File: src/rtl/dp_pkg.sv
// Shared encodings for the multi-cycle CPU datapath: ALU operations,
// bus source selects and condition-code bit positions.
package dp_pkg;

  localparam logic [2:0] ALU_ADD = 3'b000;
  localparam logic [2:0] ALU_SUB = 3'b001;
  localparam logic [2:0] ALU_AND = 3'b010;
  localparam logic [2:0] ALU_OR  = 3'b011;
  localparam logic [2:0] ALU_XOR = 3'b100;
  localparam logic [2:0] ALU_NOT = 3'b101;
  localparam logic [2:0] ALU_INC = 3'b110;
  localparam logic [2:0] ALU_DEC = 3'b111;

  localparam logic [1:0] BUS1_PC   = 2'b00;
  localparam logic [1:0] BUS1_RS1  = 2'b01;
  localparam logic [1:0] BUS1_SP   = 2'b10;
  localparam logic [1:0] BUS1_ZERO = 2'b11;

  localparam logic [1:0] BUS2_ALU  = 2'b00;
  localparam logic [1:0] BUS2_BUS1 = 2'b01;
  localparam logic [1:0] BUS2_MEM  = 2'b10;
  localparam logic [1:0] BUS2_ZERO = 2'b11;

  localparam int FLAG_N = 3;
  localparam int FLAG_Z = 2;
  localparam int FLAG_V = 1;
  localparam int FLAG_C = 0;

endpackage

File: src/rtl/alu_param.sv
// Combinational ALU: result truncated to DATA_W, NZVC computed alongside.
// C is carry-out for ADD/INC and borrow for SUB/DEC.
module alu_param
  import dp_pkg::*;
#(
  parameter int DATA_W = 8
) (
  input  logic [DATA_W-1:0] a,
  input  logic [DATA_W-1:0] b,
  input  logic [2:0]        alu_sel,
  output logic [DATA_W-1:0] result,
  output logic [3:0]        nzvc
);

  localparam int MSB = DATA_W - 1;

  logic [DATA_W:0] wide;
  logic            v;
  logic            c;

  always_comb begin
    wide = '0;
    v    = 1'b0;
    c    = 1'b0;
    case (alu_sel)
      ALU_ADD: begin
        wide = {1'b0, a} + {1'b0, b};
        c    = wide[DATA_W];
        v    = (a[MSB] == b[MSB]) && (wide[MSB] != a[MSB]);
      end
      ALU_SUB: begin
        // The extra top bit of a (DATA_W+1)-bit subtraction is the borrow.
        wide = {1'b0, a} - {1'b0, b};
        c    = wide[DATA_W];
        v    = (a[MSB] != b[MSB]) && (wide[MSB] != a[MSB]);
      end
      ALU_AND: wide = {1'b0, a & b};
      ALU_OR:  wide = {1'b0, a | b};
      ALU_XOR: wide = {1'b0, a ^ b};
      ALU_NOT: wide = {1'b0, ~a};
      ALU_INC: begin
        wide = {1'b0, a} + (DATA_W + 1)'(1);
        c    = wide[DATA_W];
        v    = ~a[MSB] & wide[MSB];
      end
      ALU_DEC: begin
        wide = {1'b0, a} - (DATA_W + 1)'(1);
        c    = wide[DATA_W];
        v    = a[MSB] & ~wide[MSB];
      end
      default: wide = '0;
    endcase

    result         = wide[DATA_W-1:0];
    nzvc           = '0;
    nzvc[FLAG_N]   = wide[MSB];
    nzvc[FLAG_Z]   = (wide[DATA_W-1:0] == '0);
    nzvc[FLAG_V]   = v;
    nzvc[FLAG_C]   = c;
  end

endmodule

File: src/rtl/data_path_param.sv
// Parametrised CPU datapath: register file, PC, SP, MAR, IR and CCR,
// two internal buses and an ALU, all sequenced by the external control FSM.
module data_path_param
  import dp_pkg::*;
#(
  parameter int DATA_W  = 8,
  parameter int ADDR_W  = 8,
  parameter int NREGS   = 4,
  parameter int SP_INIT = 2**ADDR_W - 1
) (
  input  logic                     Clk,
  input  logic                     Reset,
  input  logic [DATA_W-1:0]        from_memory,
  output logic [ADDR_W-1:0]        address,
  output logic [DATA_W-1:0]        to_memory,
  output logic [DATA_W-1:0]        IR_out,
  output logic [3:0]               CCR_Result,
  input  logic [2:0]               ALU_Sel,
  input  logic [1:0]               Bus1_Sel,
  input  logic [1:0]               Bus2_Sel,
  input  logic [$clog2(NREGS)-1:0] Rs1_Sel,
  input  logic [$clog2(NREGS)-1:0] Rs2_Sel,
  input  logic [$clog2(NREGS)-1:0] Rd_Sel,
  input  logic                     Reg_Load,
  input  logic                     IR_Load,
  input  logic                     MAR_Load,
  input  logic                     PC_Load,
  input  logic                     PC_Inc,
  input  logic                     CCR_Load,
  input  logic                     SP_Load,
  input  logic                     SP_Inc,
  input  logic                     SP_Dec
);

  localparam int IDX_W = $clog2(NREGS);

  logic [ADDR_W-1:0] pc_q, pc_d, sp_q, sp_d, mar_q, mar_d;
  logic [DATA_W-1:0] ir_q, ir_d;
  logic [3:0]        ccr_q, ccr_d;
  logic [DATA_W-1:0] regs_q [NREGS];
  logic [DATA_W-1:0] regs_d [NREGS];

  logic [DATA_W-1:0] rs1_data, rs2_data, bus1, bus2, alu_result;
  logic [3:0]        alu_nzvc;

  // Index compare per entry so indices >= NREGS naturally read as zero.
  always_comb begin
    rs1_data = '0;
    rs2_data = '0;
    for (int i = 0; i < NREGS; i++) begin
      if (Rs1_Sel == IDX_W'(i)) rs1_data = regs_q[i];
      if (Rs2_Sel == IDX_W'(i)) rs2_data = regs_q[i];
    end
  end

  alu_param #(.DATA_W(DATA_W)) u_alu (
    .a       (rs1_data),
    .b       (rs2_data),
    .alu_sel (ALU_Sel),
    .result  (alu_result),
    .nzvc    (alu_nzvc)
  );

  always_comb begin
    case (Bus1_Sel)
      BUS1_PC:  bus1 = DATA_W'(pc_q);
      BUS1_RS1: bus1 = rs1_data;
      BUS1_SP:  bus1 = DATA_W'(sp_q);
      default:  bus1 = '0;
    endcase
    case (Bus2_Sel)
      BUS2_ALU:  bus2 = alu_result;
      BUS2_BUS1: bus2 = bus1;
      BUS2_MEM:  bus2 = from_memory;
      default:   bus2 = '0;
    endcase
  end

  always_comb begin
    pc_d = pc_q;
    if (PC_Load)     pc_d = bus2[ADDR_W-1:0];
    else if (PC_Inc) pc_d = pc_q + ADDR_W'(1);

    sp_d = sp_q;
    if (SP_Load)                sp_d = bus2[ADDR_W-1:0];
    else if (SP_Inc && !SP_Dec) sp_d = sp_q + ADDR_W'(1);
    else if (SP_Dec && !SP_Inc) sp_d = sp_q - ADDR_W'(1);

    mar_d = MAR_Load ? bus2[ADDR_W-1:0] : mar_q;
    ir_d  = IR_Load  ? bus2 : ir_q;
    ccr_d = CCR_Load ? alu_nzvc : ccr_q;

    for (int i = 0; i < NREGS; i++) begin
      regs_d[i] = regs_q[i];
      if (Reg_Load && (Rd_Sel == IDX_W'(i))) regs_d[i] = bus2;
    end
  end

  always_ff @(posedge Clk) begin
    if (!Reset) begin
      pc_q  <= '0;
      sp_q  <= ADDR_W'(SP_INIT);
      mar_q <= '0;
      ir_q  <= '0;
      ccr_q <= '0;
      for (int i = 0; i < NREGS; i++) regs_q[i] <= '0;
    end else begin
      pc_q   <= pc_d;
      sp_q   <= sp_d;
      mar_q  <= mar_d;
      ir_q   <= ir_d;
      ccr_q  <= ccr_d;
      regs_q <= regs_d;
    end
  end

  assign address    = mar_q;
  assign to_memory  = bus1;
  assign IR_out     = ir_q;
  assign CCR_Result = ccr_q;

endmodule

File: config.mk
export PLATFORM = sky130hd
export DESIGN_NAME = data_path_param
export DESIGN_NICKNAME = d
export VERILOG_FILES = /design/src/rtl/dp_pkg.sv /design/src/rtl/alu_param.sv /design/src/rtl/data_path_param.sv
export SDC_FILE = /design/constraint.sdc
export NUM_CORES = 1
export LEC_CHECK = 0
export ABC_CLOCK_PERIOD_IN_PS = 7400
export BUFFER_PORTS_ARGS = -buffer_cell sky130_fd_sc_hd__clkbuf_2
export CAP_MARGIN = 0
export CORE_AREA = 2 2 126 128
export CTS_CLUSTER_SIZE = 24
export DETAILED_ROUTE_END_ITERATION = 12
export DIE_AREA = 0 0 128 130
export PLACE_DENSITY = 0.55
export SETUP_SLACK_MARGIN = 0.02
export SLEW_MARGIN = 40
export SYNTH_ARGS = -nofsm -noshare
export SYNTH_HDL_FRONTEND = slang
export SYNTH_SLANG_ARGS = --single-unit
File: constraint.sdc
create_clock -name Clk -period 7.4 [get_ports Clk]
set_input_delay 0.37 -clock Clk [delete_from_list [all_inputs] [get_ports Clk]]
set_output_delay 0.37 -clock Clk [all_outputs]
set_load 0.03 [all_outputs]
==> impl_metrics.py <==
metrics = {
    "run_status": {
        "status": "finished, final reports clean",
    },
    "power": {
        "power_leakage_nw": 2.495,
        "ir_worst_vdd_mv": 0.1161,
        "p_per_area_mw_per_mm2": 196.2,
    },
    "logic_synthesis": {
        "yosys_register_bits": 68,
        "synth_top_cell_area_share_pct": 26.05,
        "syn_nets": 702,
        "synth-edff-count": 0,
        "synthTopCellsByArea": "dfxtp_1 (26%), ha_1 (8.4%), mux4_2 (7.3%)",
        "synth_cell_type_count": 62,
        "synthTopCellsByCount": "a21oi_1 (71), dfxtp_1 (68), o21ai_0 (57), nand2_1 (55), inv_1 (38)",
        "syn_inst": 632,
        "synth_warnings": 0,
        "synth_most_common_cell": "a21oi_1",
        "ys.flop_type": "dfxtp_1",
        "async_reset_ff_share_pct": 0,
        "synth-seq-area-share_pct": 26.05,
        "avgSynthCellArea_um2": 8.267,
        "synth.cell_area_mm2": 0.005225,
        "yosysTopAreaCell": "dfxtp_1",
    },
    "clock_tree": {
        "cts_sinks": 68,
        "insertion_delay_ps": 340,
        "cts_root_buf": "clkbuf_16",
        "cts_buffers": 9,
        "cts_setup_buffers": 0,
        "path_clk_slew_ps": 60,
        "ctsResizeCount": 0,
        "clk_path_buf_depth": 2,
        "cts_hold_buf": 0,
        "cts_tree": "done",
        "h-tree-depth": 3,
    },
    "placed_design": {
        "dp_slack_ps": 2994,
        "place.gp.congestion": 0.8626,
        "portBuffers": 59,
        "dp_hpwl_um": 11550,
    },
    "timing": {
        "finalHoldViolCount": 0,
        "fmax_mhz": 246.7,
        "finClkSkew_ps": 9.534,
        "worst_slew_pin_slew_ps": 710.4,
        "setup_tns_ps": 0,
        "holdWs_ps": 358.1,
        "slew_headroom_pct": 52.54,
        "min_period_over_period_pct": 54.79,
        "maxSlewViolCount": 0,
        "finalCriticalPeriod_ps": 4054,
        "rsz0062_at_grt": "false",
        "finalSetupViolCount": 0,
        "layout_setup_ws_ps": 3346,
    },
    "global_routing": {
        "grt_pass1_wl_um": 24250,
        "grt_pass1_vias": 4563,
        "grt_use_total_pct": 18.87,
        "grt_max_degree": 72,
        "grt_overflow": 0,
        "grt_use_met3_pct": 2.542,
        "met2_usage_pct": 32.02,
        "antenna_found_initial": 0,
        "gr-max-usage-layer": "met2",
        "grt_use_met1_pct": 24.01,
    },
    "critical_path": {
        "cp.required_ps": 7600,
        "cp_max_fo": 15,
        "reg2reg_from": "regs_q[2]",
        "worstSetupPathType": "primary input to flop",
        "ff2ff_setup_slack_ps": 3390,
        "reg2reg_to": "address[7]",
        "end_kind": "flop",
        "start_kind": "primary input",
        "worstPathArrival_ps": 4250,
        "crit_end": "address[7]",
        "r2r_cells": 12,
        "crit_path_start": "Rs1_Sel[0]",
    },
    "drt": {
        "post_drt_via_cell_ratio": 5.654,
        "firstDrtPassIters": 5,
        "drt_iter0_drc": 379,
        "drc": 0,
        "avgRoutedWirePerCell_um": 18.26,
        "routed_wl_um": 15630,
        "postRouteAntennaNets": 0,
        "vias": 4840,
    },
    "layout": {
        "area_growth_pct": 12.26,
        "diodes": 0,
        "layout-drive-gt1-share_pct": 16.72,
        "final_nets": 730,
        "nFillCells": 1592,
    },
    "floorplan": {
        "die_y_um": 130,
        "io_pins": 60,
        "initial_core_util_pct": 33.87,
        "rows": 46,
        "core_area_mm2": 0.01542,
        "die_area_mm2": 0.01664,
        "die_w_um": 128,
    },
    "run": {
        "cap_viol_max_count": 0,
    },
    "min_path": {
        "hold_class": "primary input to flop",
    },
}
## cell type report
class                           count  area (um^2)  area share [%]
Timing Repair Buffer               63        322.8           5.503
Tap cell                          192        240.2           4.096
Clock inverter                      6        32.53          0.5546
Multi-Input combinational cell    480         3541           60.37
Clock buffer                        9        225.2           3.840
Inverter                           38        142.6           2.432
Sequential cell                    68         1361           23.21
## logic make-up after synthesis
| logic type | synth area share (%) |
|---|---|
| AND/OR/NAND/NOR | 15.04 |
| multiplexers | 12.19 |
| buffers and inverters | 6.418 |
| adder cells (fa/ha/maj) | 9.531 |
| XOR/XNOR | 4.358 |
| flip-flops | 26.05 |
| AO/OA/AOI/OAI | 26.41 |
## flip-flops by register name, summed over array words and instances, names as in the netlist
register / cells
CCR_Result: 4
pc_q: 8
address: 8
IR_out: 8
regs_q: 32
sp_q: 8
## through the flow
stage / util (%) / total power [mW] / std cells / area, um^2
final: 38.03 / 1.151 / 856 / 5866
after CTS: 37.98 / 1.158 / 855 / 5858
after global placement: 36.19 / 0.7658 / 839 / 5583
after detailed placement: 36.31 / 0.7710 / 840 / 5600
after global routing: 38.03 / 1.211 / 856 / 5866
after floorplan: - / 0.6756 / 632 / 5225
## critical path, cell delays in order
cell and delay (ps):
clkbuf_2 260, mux4_2 730, or3_1 410, nor3_1 210
ha_1 260, nand2b_1 140, a32o_1 250, a221oi_1 440
nand2_1 100, o221ai_1 180, a21oi_1 130, a21oi_1 600
a21oi_1 150
## how the worst min path moves through the flow
stage                               end  depth (start not counted)       start
after global routing      CCR_Result[1]                          2    CCR_Load
after CTS                 CCR_Result[1]                          2    CCR_Load
final                     CCR_Result[1]                          2    CCR_Load
after global placement        IR_out[1]                          1   IR_out[1]
after floorplan           CCR_Result[1]                          1    CCR_Load
after detailed placement     address[1]                          1  address[1]
## metal layers
layer	vias to the layer above	wire length [um]
li1	2357	-
met1	2290	6977
met2	169	7527
met3	24	744
met4	0	380
met5	-	0
## layout by cell type, fill, tap and decap left out, drive strengths merged, types with 12 or more instances in the layout
| cell type | instances |
|---|---|
| a21oi | 72 |
| o21ai | 57 |
| nand3 | 12 |
| inv | 38 |
| ha | 35 |
| mux4 | 17 |
| nor2b | 15 |
| o211a | 14 |
| nor2 | 29 |
| nand2 | 55 |
| clkbuf | 68 |
| xnor2 | 17 |
| mux2i | 22 |
| dfxtp | 68 |
## power by group
part           switching [mW]  internal, mW
Combinational           0.221         0.135
Clock                   0.161         0.221
Sequential             0.0209         0.393
No activity file was read; power rests on OpenSTA's default activity.
